## src/rtl/conv_pkg.sv

```systemverilog
// Shared types for the 2x2 window generator: pixel/window packing and FSM states.
package conv_pkg;

  localparam int PIX_W     = 8;
  localparam int WIN_LANES = 4;

  typedef logic [PIX_W-1:0]                 pix_t;
  typedef logic [WIN_LANES-1:0][PIX_W-1:0]  win_t;

  typedef enum logic [1:0] {
    IDLE,
    FIRST_ROW,
    STREAM
  } win_state_e;

  // Counter width that stays legal for a depth of 1.
  function automatic int cnt_w(input int n);
    return (n > 1) ? $clog2(n) : 1;
  endfunction

endpackage

```

## src/rtl/conv_line_buf.sv

```systemverilog
// Single-row pixel buffer: combinational read of the old entry, write of the new one at the same address.
module conv_line_buf
  import conv_pkg::*;
#(
  parameter int DEPTH = 8,
  parameter int AW    = 3
) (
  input  logic          clk,
  input  logic          i_wr_en,
  input  logic [AW-1:0] i_addr,
  input  pix_t          i_wr_dat,
  output pix_t          o_rd_dat
);

  pix_t r_mem [DEPTH];

  always_ff @(posedge clk) begin
    if (i_wr_en) begin
      r_mem[i_addr] <= i_wr_dat;
    end
  end

  assign o_rd_dat = r_mem[i_addr];

endmodule

```

## src/rtl/conv_window_gen.sv

```systemverilog
// 2x2 raster window generator; windows are registered one cycle after the bottom-right pixel.
// No backpressure: pix_valid low stalls everything. WIN_STRIDE2_EN selects stride-2 windows.
module conv_window_gen
  import conv_pkg::*;
#(
  parameter int IMG_WIDTH  = 8,
  parameter int IMG_HEIGHT = 8
) (
  input  logic                            clk,
  input  logic                            rst_n,
  input  logic [PIX_W-1:0]                pix_in,
  input  logic                            pix_valid,
  input  logic                            pix_sof,
  output logic [WIN_LANES-1:0][PIX_W-1:0] win_pixels,
  output logic                            win_valid,
  output logic                            frame_done,
  output logic                            busy
);

  localparam int CW = cnt_w(IMG_WIDTH);
  localparam int RW = cnt_w(IMG_HEIGHT);
  localparam logic [CW-1:0] COL_LAST = CW'(IMG_WIDTH - 1);
  localparam logic [RW-1:0] ROW_LAST = RW'(IMG_HEIGHT - 1);

  win_state_e    r_state;
  logic [CW-1:0] r_col;
  logic [RW-1:0] r_row;
  pix_t          r_prev_top;
  pix_t          r_prev_bot;
  win_t          r_win;
  logic          r_win_vld;
  logic          r_done;

  logic          w_take;
  logic          w_in_stream;
  logic          w_stride_ok;
  logic          w_elig;
  logic          w_eol;
  logic          w_eof;
  logic [CW-1:0] w_col;
  logic [RW-1:0] w_row;
  pix_t          w_top;

  // A sof pixel is always position (0,0), whatever the counters held before.
  assign w_take      = pix_valid & (pix_sof | (r_state != IDLE));
  assign w_col       = pix_sof ? '0 : r_col;
  assign w_row       = pix_sof ? '0 : r_row;
  assign w_in_stream = !pix_sof && (r_state == STREAM);

`ifdef WIN_STRIDE2_EN
  assign w_stride_ok = r_row[0] & r_col[0];
`else
  assign w_stride_ok = 1'b1;
`endif

  assign w_elig = w_take & w_in_stream & (r_col != '0) & w_stride_ok;
  assign w_eol  = (w_col == COL_LAST);
  assign w_eof  = w_in_stream & w_eol & (r_row == ROW_LAST);

  conv_line_buf #(
    .DEPTH (IMG_WIDTH),
    .AW    (CW)
  ) u_line_buf (
    .clk      (clk),
    .i_wr_en  (w_take),
    .i_addr   (w_col),
    .i_wr_dat (pix_in),
    .o_rd_dat (w_top)
  );

  always_ff @(posedge clk or negedge rst_n) begin
    if (!rst_n) begin
      r_state    <= IDLE;
      r_col      <= '0;
      r_row      <= '0;
      r_prev_top <= '0;
      r_prev_bot <= '0;
      r_win      <= '0;
      r_win_vld  <= 1'b0;
      r_done     <= 1'b0;
    end else begin
      r_win_vld <= w_elig;
      r_done    <= w_take & w_eof;
      if (w_elig) begin
        r_win <= {pix_in, r_prev_bot, w_top, r_prev_top};
      end
      if (w_take) begin
        r_prev_top <= w_top;
        r_prev_bot <= pix_in;
        if (w_eol) begin
          r_col <= '0;
          r_row <= w_row + 1'b1;
        end else begin
          r_col <= w_col + 1'b1;
          r_row <= w_row;
        end
        if (w_eof) begin
          r_state <= IDLE;
          r_row   <= '0;
        end else if (w_eol) begin
          r_state <= STREAM;
        end else if (pix_sof) begin
          r_state <= FIRST_ROW;
        end
      end
    end
  end

  assign win_pixels = r_win;
  assign win_valid  = r_win_vld;
  assign frame_done = r_done;
  assign busy       = (r_state != IDLE);

endmodule

```

## config.mk

```make
export PLATFORM = sky130hd
export DESIGN_NAME = conv_window_gen
export DESIGN_NICKNAME = d
export VERILOG_FILES = /design/src/rtl/conv_pkg.sv /design/src/rtl/conv_line_buf.sv /design/src/rtl/conv_window_gen.sv
export SDC_FILE = /design/constraint.sdc
export NUM_CORES = 1
export LEC_CHECK = 0
export BUFFER_PORTS_ARGS = -buffer_cell sky130_fd_sc_hd__buf_2
export CAP_MARGIN = 20
export CORE_ASPECT_RATIO = 0.7
export CORE_MARGIN = 2
export CORE_UTILIZATION = 24
export CTS_CLUSTER_DIAMETER = 80
export DETAILED_ROUTE_END_ITERATION = 16
export SLEW_MARGIN = 20
export SYNTH_ARGS = -nofsm -noshare
export SYNTH_HDL_FRONTEND = slang
export SYNTH_SLANG_ARGS = --single-unit
```

## constraint.sdc

```tcl
create_clock -name clk -period 2.59 [get_ports clk]
set_input_delay 0.6475 -clock clk [delete_from_list [all_inputs] [get_ports clk]]
set_output_delay 0.6475 -clock clk [all_outputs]
set_load 0.03 [all_outputs]
```

==> results of run 1 <==
## area by class of cell
class,count,share of cell area (%)
repair buffers,64,6.10
clock inverters,15,2.46
flip-flops and latches,122,54.4
inverters,9,0.545
multi-input cells,249,24.0
clock buffers,17,6.86
well taps,276,5.57
## worst paths after layout
check                                             end                 startpoint  depth (start not counted)  slack [ns]
hold reg to reg             win_pixels[2]$_DFFE_PN0P_  win_pixels[2]$_DFFE_PN0P_                          2        0.47
min in group clk            win_pixels[2]$_DFFE_PN0P_  win_pixels[2]$_DFFE_PN0P_                          2        0.47
setup reg to reg           win_pixels[11]$_DFFE_PN0P_       r_col[0]$_DFFE_PN0P_                          6        0.66
setup / recovery                                 busy     r_state[1]$_DFFE_PN0P_                          2        0.63
hold / removal                   r_row[2]$_DFFE_PN0P_                      rst_n                          2        0.21
max in group asynchronous   r_prev_bot[2]$_DFFE_PN0P_                      rst_n                          2        2.08
## kinds of logic (layout without fill, tap and decap cells)
| family | Yosys count | count (layout) | synth area share, % |
|---|---|---|---|
| mux | 25 | 25 | 5.18 |
| compound gates | 54 | 54 | 9.17 |
| flops | 122 | 122 | 67.1 |
| simple gates | 166 | 166 | 14.4 |
| buf+inv | 31 | 105 | 3.21 |
| xor+xnor | 1 | 1 | 0.174 |
| fa+ha+maj | 3 | 3 | 0.747 |
## cell usage after synthesis, drive strengths merged
cell / n
a21oi: 3
a221oi: 8
a22o: 2
a31oi: 16
and2: 2
and2b: 2
and3: 2
and4: 1
buf: 20
clkbuf: 2
dfrtp: 58
edfxtp: 64
ha: 3
inv: 9
mux2: 8
mux2i: 17
nand2: 117
nand3: 1
nand3b: 7
nand4: 1
nor2: 21
nor2b: 3
nor3: 5
o21ai: 14
o22ai: 8
o31a: 1
o31ai: 2
or2: 1
or3: 1
or3b: 2
xor2: 1
## power by group through the flow
stage                     registers (mW)  clock network (mW)  logic [mW]
final                               2.17                2.30       0.372
after detailed placement            2.21                   0       0.375
after CTS                           2.17                2.35       0.377
after global placement              2.21                   0       0.366
after global routing                2.18                2.44       0.413
after floorplan                     2.20                   0       0.253
## per-layer routing
metal,vias up,GRT usage (%),wire (microns)
li1,1542,-,-
met1,1589,14.3,5190
met2,93,14.9,4650
met3,8,3.35,897
met4,0,3.21,66
met5,-,0,0
## state kept, by name, indices dropped and copies added, names as in the netlist
| signal | cells |
|---|---|
| u_line_buf.r_mem | 64 |
| win_pixels | 32 |
| r_prev_bot | 8 |
| r_prev_top | 8 |
| r_col | 3 |
| r_row | 3 |
| r_state | 2 |
| frame_done | 1 |
| win_valid | 1 |
## critical path, cell delays in order (launching register included)
cell,delay [ns]
dfrtp_1,0.48
or2_1,0.25
buf_2,0.17
## per-stage QoR
step,utilization [%],setup slack [ns]
after floorplan,-,0.287
after global placement,27.2,0.376
after detailed placement,27.2,0.265
after CTS,30.0,0.614
after global routing,30.0,0.464
final,30.0,0.634
==> flow_summary_export.csv, run 1 <==
group,metric,value,unit
clock_network,cts_tree,"built",
sta,finalCritPeriodShare,75.5,%
place,dp_hpwl,7330,microns
floorplan,coreArea,20600,sq um
place,placed_area,5620,sq um
worst_setup_path,start_kind,"register",
global_route,antenna_found_initial,0,
synthesis,ys_seq_elements,122,
place,gp_congestion,0.777,
synthesis,yosysUniqueCellTypes,37,
drt,wire_per_inst,14.4,microns
drt,initialDrtViolationCount,229,
synthesis,syn_nets,417,
sta,fmax,0.511,GHz
layout,most-common-layout-cells,"nand2_1, edfxtp_1, dfrtp_1, buf_2, nor2_1",
layout,fillCellCount,2090,
clock_network,ctsHoldBuffers,0,
power_and_ir_drop,cellPowerDensity,782,nW/um^2
layout,layout.cells.most_common,"nand2_1",
layout,final_area,6200,sq um
drt,detail_route.vias_per_cell,4.30,
drt,dr.pass1.iters,4,
clock_network,htreeDepth,4,
clock_network,clkSinkCount,122,
power_and_ir_drop,peakVddDrop,0.459,mV
place,port_buffers,46,
layout,multi_input_area,1490,sq um
power_and_ir_drop,p_sw_share,25.3,%
floorplan,die_h,125,microns
clock_network,clkLatencyLatePin,0.41,ns
global_route,grt-ovfl-total,0,
clock_network,path_clk_slew,0.06,ns
floorplan,pin_count,47,
power_and_ir_drop,p_comb_share,7.7,%
synthesis,avgSynthCellArea,12.5,sq um
sta,fin_tns_setup,0,ns
power_and_ir_drop,clkPwrFrac,47.5,%
sta,drv_slew,0,
global_route,grt_max_degree,59,
layout,drive_above_1_share,24.6,%
sta,max_slew_margin,62.3,%
power_and_ir_drop,finalPower,4.85,mW
sta,worst_pin_slew,0.566,ns
worst_setup_path,cp.required,1.94,ns
worst_setup_path,worstPathArrival,1.31,ns
layout,diodes,0,
drt,drtAntennaViolNets,0,
clock_network,cts-root-buf,"clkbuf_16",
worst_setup_path,crit_type,"reg -> out",
clock_network,cts_max_path_buffers,2,
sta,hold_violations,0,
drt,totalWireLength,10800,microns
synthesis,synth_seq_area_share,67.1,%
drt,drc,0,
synthesis,yosys_warnings,0,
synthesis,synth_area,5020,sq um
clock_network,cts_buffers,17,
global_route,grt_pass1_vias,3281,
synthesis,postSynthCellCount,402,
sta,clock_skew,0.00934,ns
floorplan,start_util,24.3,%
synthesis,netlist.top_cell.by_area,"edfxtp_1",
layout,final_cells,752,
power_and_ir_drop,p_seq_share,44.8,%
global_route,grt_first_pass_wirelength,17200,microns
global_route,track_usage,10.2,%
floorplan,die_area,22100,sq um
worst_setup_path,critical_path_peak_fanout,6,
place,placed_cells,720,
synthesis,yosys.area.top_type_share,38.3,%
power_and_ir_drop,p_leak,2.71,nW
sta,post-route-min-period,1.96,ns
power_and_ir_drop,net-switching-power,1.22,mW
drt,num_vias,3232,
worst_setup_path,crit_path_end_kind,"primary output",
sta,setup_viol,0,
worst_hold_path,holdCritPathClass,"in -> async",
sta,grt_setup_unrepaired,"false",
layout,seqCellArea,3370,sq um
floorplan,rows,44,
floorplan,die_w,177,microns
layout,layout.nets,478,
sta,fin_hold_ws,0.214,ns
outcome,status,"completed",
power_and_ir_drop,intPower,3.62,mW
job,maxCapViolCount,0,
clock_network,cts_setup_buffers,0,
synthesis,yosys-top-cells-area,"edfxtp_1, dfrtp_1, nand2_1, mux2i_1, a221oi_2",
clock_network,cts_resized,0,
layout,synthToLayoutAreaGrowth,23.4,%
Note: power is estimated with default switching activity, not from simulation.
==> inputs of run 2 (changes only) <==
Settings changed: ABC_AREA set to 1.
Clock period 2.59 ns to 1.9 ns, I/O delays scaled along.
==> flow_summary_export.csv, run 2 <==
group,metric,value,unit
worst_setup_path,rr_worst_depth,9,
place,dp_hpwl,7890,microns
synthesis,synthFlopType,"edfxtp_1",
synthesis,synth_seq_area_share,65.3,%
power_and_ir_drop,p_comb_share,11.6,%
synthesis,postSynthCellCount,533,
clock_network,cts-root-buf,"clkbuf_16",
global_route,grt_max_degree,59,
global_route,top_usage_layer,"met1",
layout,diodes,0,
power_and_ir_drop,intPower,5.44,mW
synthesis,synth_most_common_cell,"nand2_1",
synthesis,synthTopCellsByCount,"nand2_1, inv_1, edfxtp_1, dfrtp_1, nand3_1",
synthesis,ys_seq_elements,122,
floorplan,start_util,24.7,%
synthesis,yosys.area.top_type_share,37.2,%
global_route,grt_first_pass_wirelength,18800,microns
worst_setup_path,start_kind,"register",
global_route,use_met1,17.2,%
worst_setup_path,r2r_start,"r_col[0]$_DFFE_PN0P_",
floorplan,die_w,179,microns
clock_network,cts_buffers,17,
clock_network,cts_resized,0,
worst_setup_path,worstPathArrival,2.02,ns
worst_setup_path,crit_path_end_kind,"register",
clock_network,ctsHoldBuffers,0,
synthesis,synth_top_family_by_area,"simple AND/OR/NAND/NOR gates",
layout,regMostFlops,"u_line_buf.r_mem",
drt,initialDrtViolationCount,367,
sta,post-route-min-period,1.73,ns
synthesis,synth_area,5160,sq um
worst_setup_path,max_stage_delay,0.47,ns
worst_hold_path,holdCritPathClass,"in -> async",
floorplan,rows,44,
clock_network,cts_tree,"built",
drt,drc,0,
synthesis,synthXorXnorAreaFrac,0.170,%
power_and_ir_drop,cellPowerDensity,1120,nW/um^2
layout,utilization,30.9,%
synthesis,synthMuxAreaShare,0,%
worst_setup_path,path_cells,"inv_2 -> nor2_4 -> ha_1 -> ha_1 -> inv_1 -> nor2_1 -> nand4_1 -> nand3_1 -> o21ai_1",
synthesis,yosysUniqueCellTypes,23,
layout,synthToLayoutAreaGrowth,25.2,%
drt,num_vias,3620,
global_route,grt_pass1_vias,3388,
layout,fillCellCount,2137,
global_route,antenna_found_initial,0,
synthesis,synth-simple-area-share,22.7,%
worst_setup_path,slowest_stage,"dfrtp_1",
layout,layout.cells.most_common,"nand2_1",
sta,fin_tns_setup,0,ns
layout,layout.nets,620,
power_and_ir_drop,clkPwrFrac,45.7,%
synthesis,synthAdderAreaFrac,0.727,%
synthesis,netlist.top_cell.by_area,"edfxtp_1",
drt,drtAntennaViolNets,0,
synthesis,avgSynthCellArea,9.69,sq um
synthesis,synth_edf_count,64,
clock_network,clkLatencyLatePin,0.41,ns
global_route,track_usage,11.0,%
global_route,grt-ovfl-total,0,
layout,drive_above_1_share,18.4,%
sta,fmax,0.577,GHz
clock_network,cts_max_path_buffers,2,
floorplan,coreArea,20900,sq um
power_and_ir_drop,net-switching-power,1.80,mW
layout,seqCellArea,3370,sq um
drt,detail_route.vias_per_cell,4.05,
global_route,grtUsageMet2,14.5,%
synthesis,async_flop_share,47.5,%
floorplan,pin_count,47,
power_and_ir_drop,finalPower,7.24,mW
worst_setup_path,crit_type,"reg -> reg",
sta,grt_setup_unrepaired,"false",
sta,finalCritPeriodShare,91.2,%
sta,setup_viol,0,
sta,clock_skew,0.00906,ns
worst_setup_path,cp.required,2.18,ns
worst_setup_path,path_common_cell,"ha_1",
worst_setup_path,critPathLaunch,"r_col[0]$_DFFE_PN0P_",
sta,fin_hold_ws,0.0550,ns
power_and_ir_drop,peakVddDrop,0.659,mV
clock_network,cts_setup_buffers,0,
power_and_ir_drop,p_seq_share,42.7,%
sta,worst_pin_slew,0.575,ns
synthesis,yosys-top-cells-area,"edfxtp_1, dfrtp_1, nand2_1, inv_1, nand3_1",
layout,most-common-layout-cells,"nand2_1, inv_1, edfxtp_1, dfrtp_1, nand3_1",
drt,totalWireLength,11800,microns
drt,wire_per_inst,13.2,microns
place,gp_congestion,0.849,
clock_network,path_clk_slew,0.05,ns
synthesis,yosys_warnings,0,
place,port_buffers,46,
floorplan,die_h,127,microns
outcome,status,"completed",
drt,dr.pass1.iters,5,
sta,drv_slew,0,
synthesis,syn_nets,548,
clock_network,htreeDepth,4,
floorplan,die_area,22700,sq um
sta,hold_violations,0,
clock_network,clkSinkCount,122,
job,maxCapViolCount,0,
power_and_ir_drop,p_sw_share,24.9,%
synthesis,synth-compound-area-share,2.52,%
sta,max_slew_margin,61.6,%
global_route,globalRouteMet3Util,3.48,%
layout,largest_reg_flops,64,
worst_setup_path,critical_path_peak_fanout,5,
power_and_ir_drop,p_leak,3.18,nW
layout,multi_input_area,1360,sq um
==> run 2: cell types whose count changed after synthesis, moves of 11 or more <==
cell,before,now
mux2i_1,17,0
nand3_1,1,52
nor2_1,20,9
nand2_1,117,208
inv_1,7,76
o21ai_1,7,18
a31oi_1,16,0
==> run 2: worst max-delay path, delay by kind of cell, from the launching register on <==
kind	cells	cell delay (ns)
simple gates	4	0.53
fa+ha+maj	2	0.32
buf+inv	2	0.21
flops	1	0.47
compound gates	1	0.07
==> run 2: cells by family (layout without fill, tap and decap cells) <==
group / count (synthesis) / count (layout)
AO/OA/AOI/OAI: 25 / 25
XOR/XNOR: 1 / 1
adder cells (fa/ha/maj): 3 / 3
buffers and inverters: 99 / 184
flip-flops: 122 / 122
AND/OR/NAND/NOR: 283 / 283
==> run 2: area by class of cell <==
cell class              count  share of cell area (%)
clock buffers              24                    7.63
clock inverters             8                    1.80
inverters                  81                    4.70
multi-input cells         312                    21.1
flip-flops and latches    122                    52.2
well taps                 276                    5.34
repair buffers             71                    7.24
==> run 2: power groups by stage <==
stage	Clock (mW)	Sequential (mW)	Combinational (mW)
after global placement	0	3.14	0.836
after CTS	3.36	3.09	0.850
after floorplan	0	3.27	0.381
final	3.31	3.09	0.840
after detailed placement	0	3.14	0.845
after global routing	3.50	3.11	0.926
==> run 2: path summary, 6_finish.rpt <==
| path | endpoint | slack [ns] |
|---|---|---|
| max in group asynchronous | win_pixels[19]$_DFFE_PN0P_ | 1.57 |
| worst min-delay path | r_col[0]$_DFFE_PN0P_ | 0.06 |
| worst max-delay path | r_row[1]$_DFFE_PN0P_ | 0.17 |
| worst min register to register | win_pixels[20]$_DFFE_PN0P_ | 0.46 |
| worst max register to register | r_row[1]$_DFFE_PN0P_ | 0.17 |
| min in group clk | win_pixels[30]$_DFFE_PN0P_ | 0.41 |
==> run 2: per-stage QoR <==
stage / instance area [sq um] / worst slack [ns] / instances
global route: 6460 / 0.0114 / 894
CTS: 6460 / 0.202 / 894
floorplan: 5180 / 0.0226 / 533
finish: 6460 / 0.168 / 894
detailed placement: 5850 / 0.0432 / 862
global placement: 5850 / 0.0565 / 862
==> run 2: metal layers <==
layer,up-vias,routed length [microns]
met4,0,41
met5,-,0
met3,4,839
met2,118,4810
li1,1819,-
met1,1679,6130
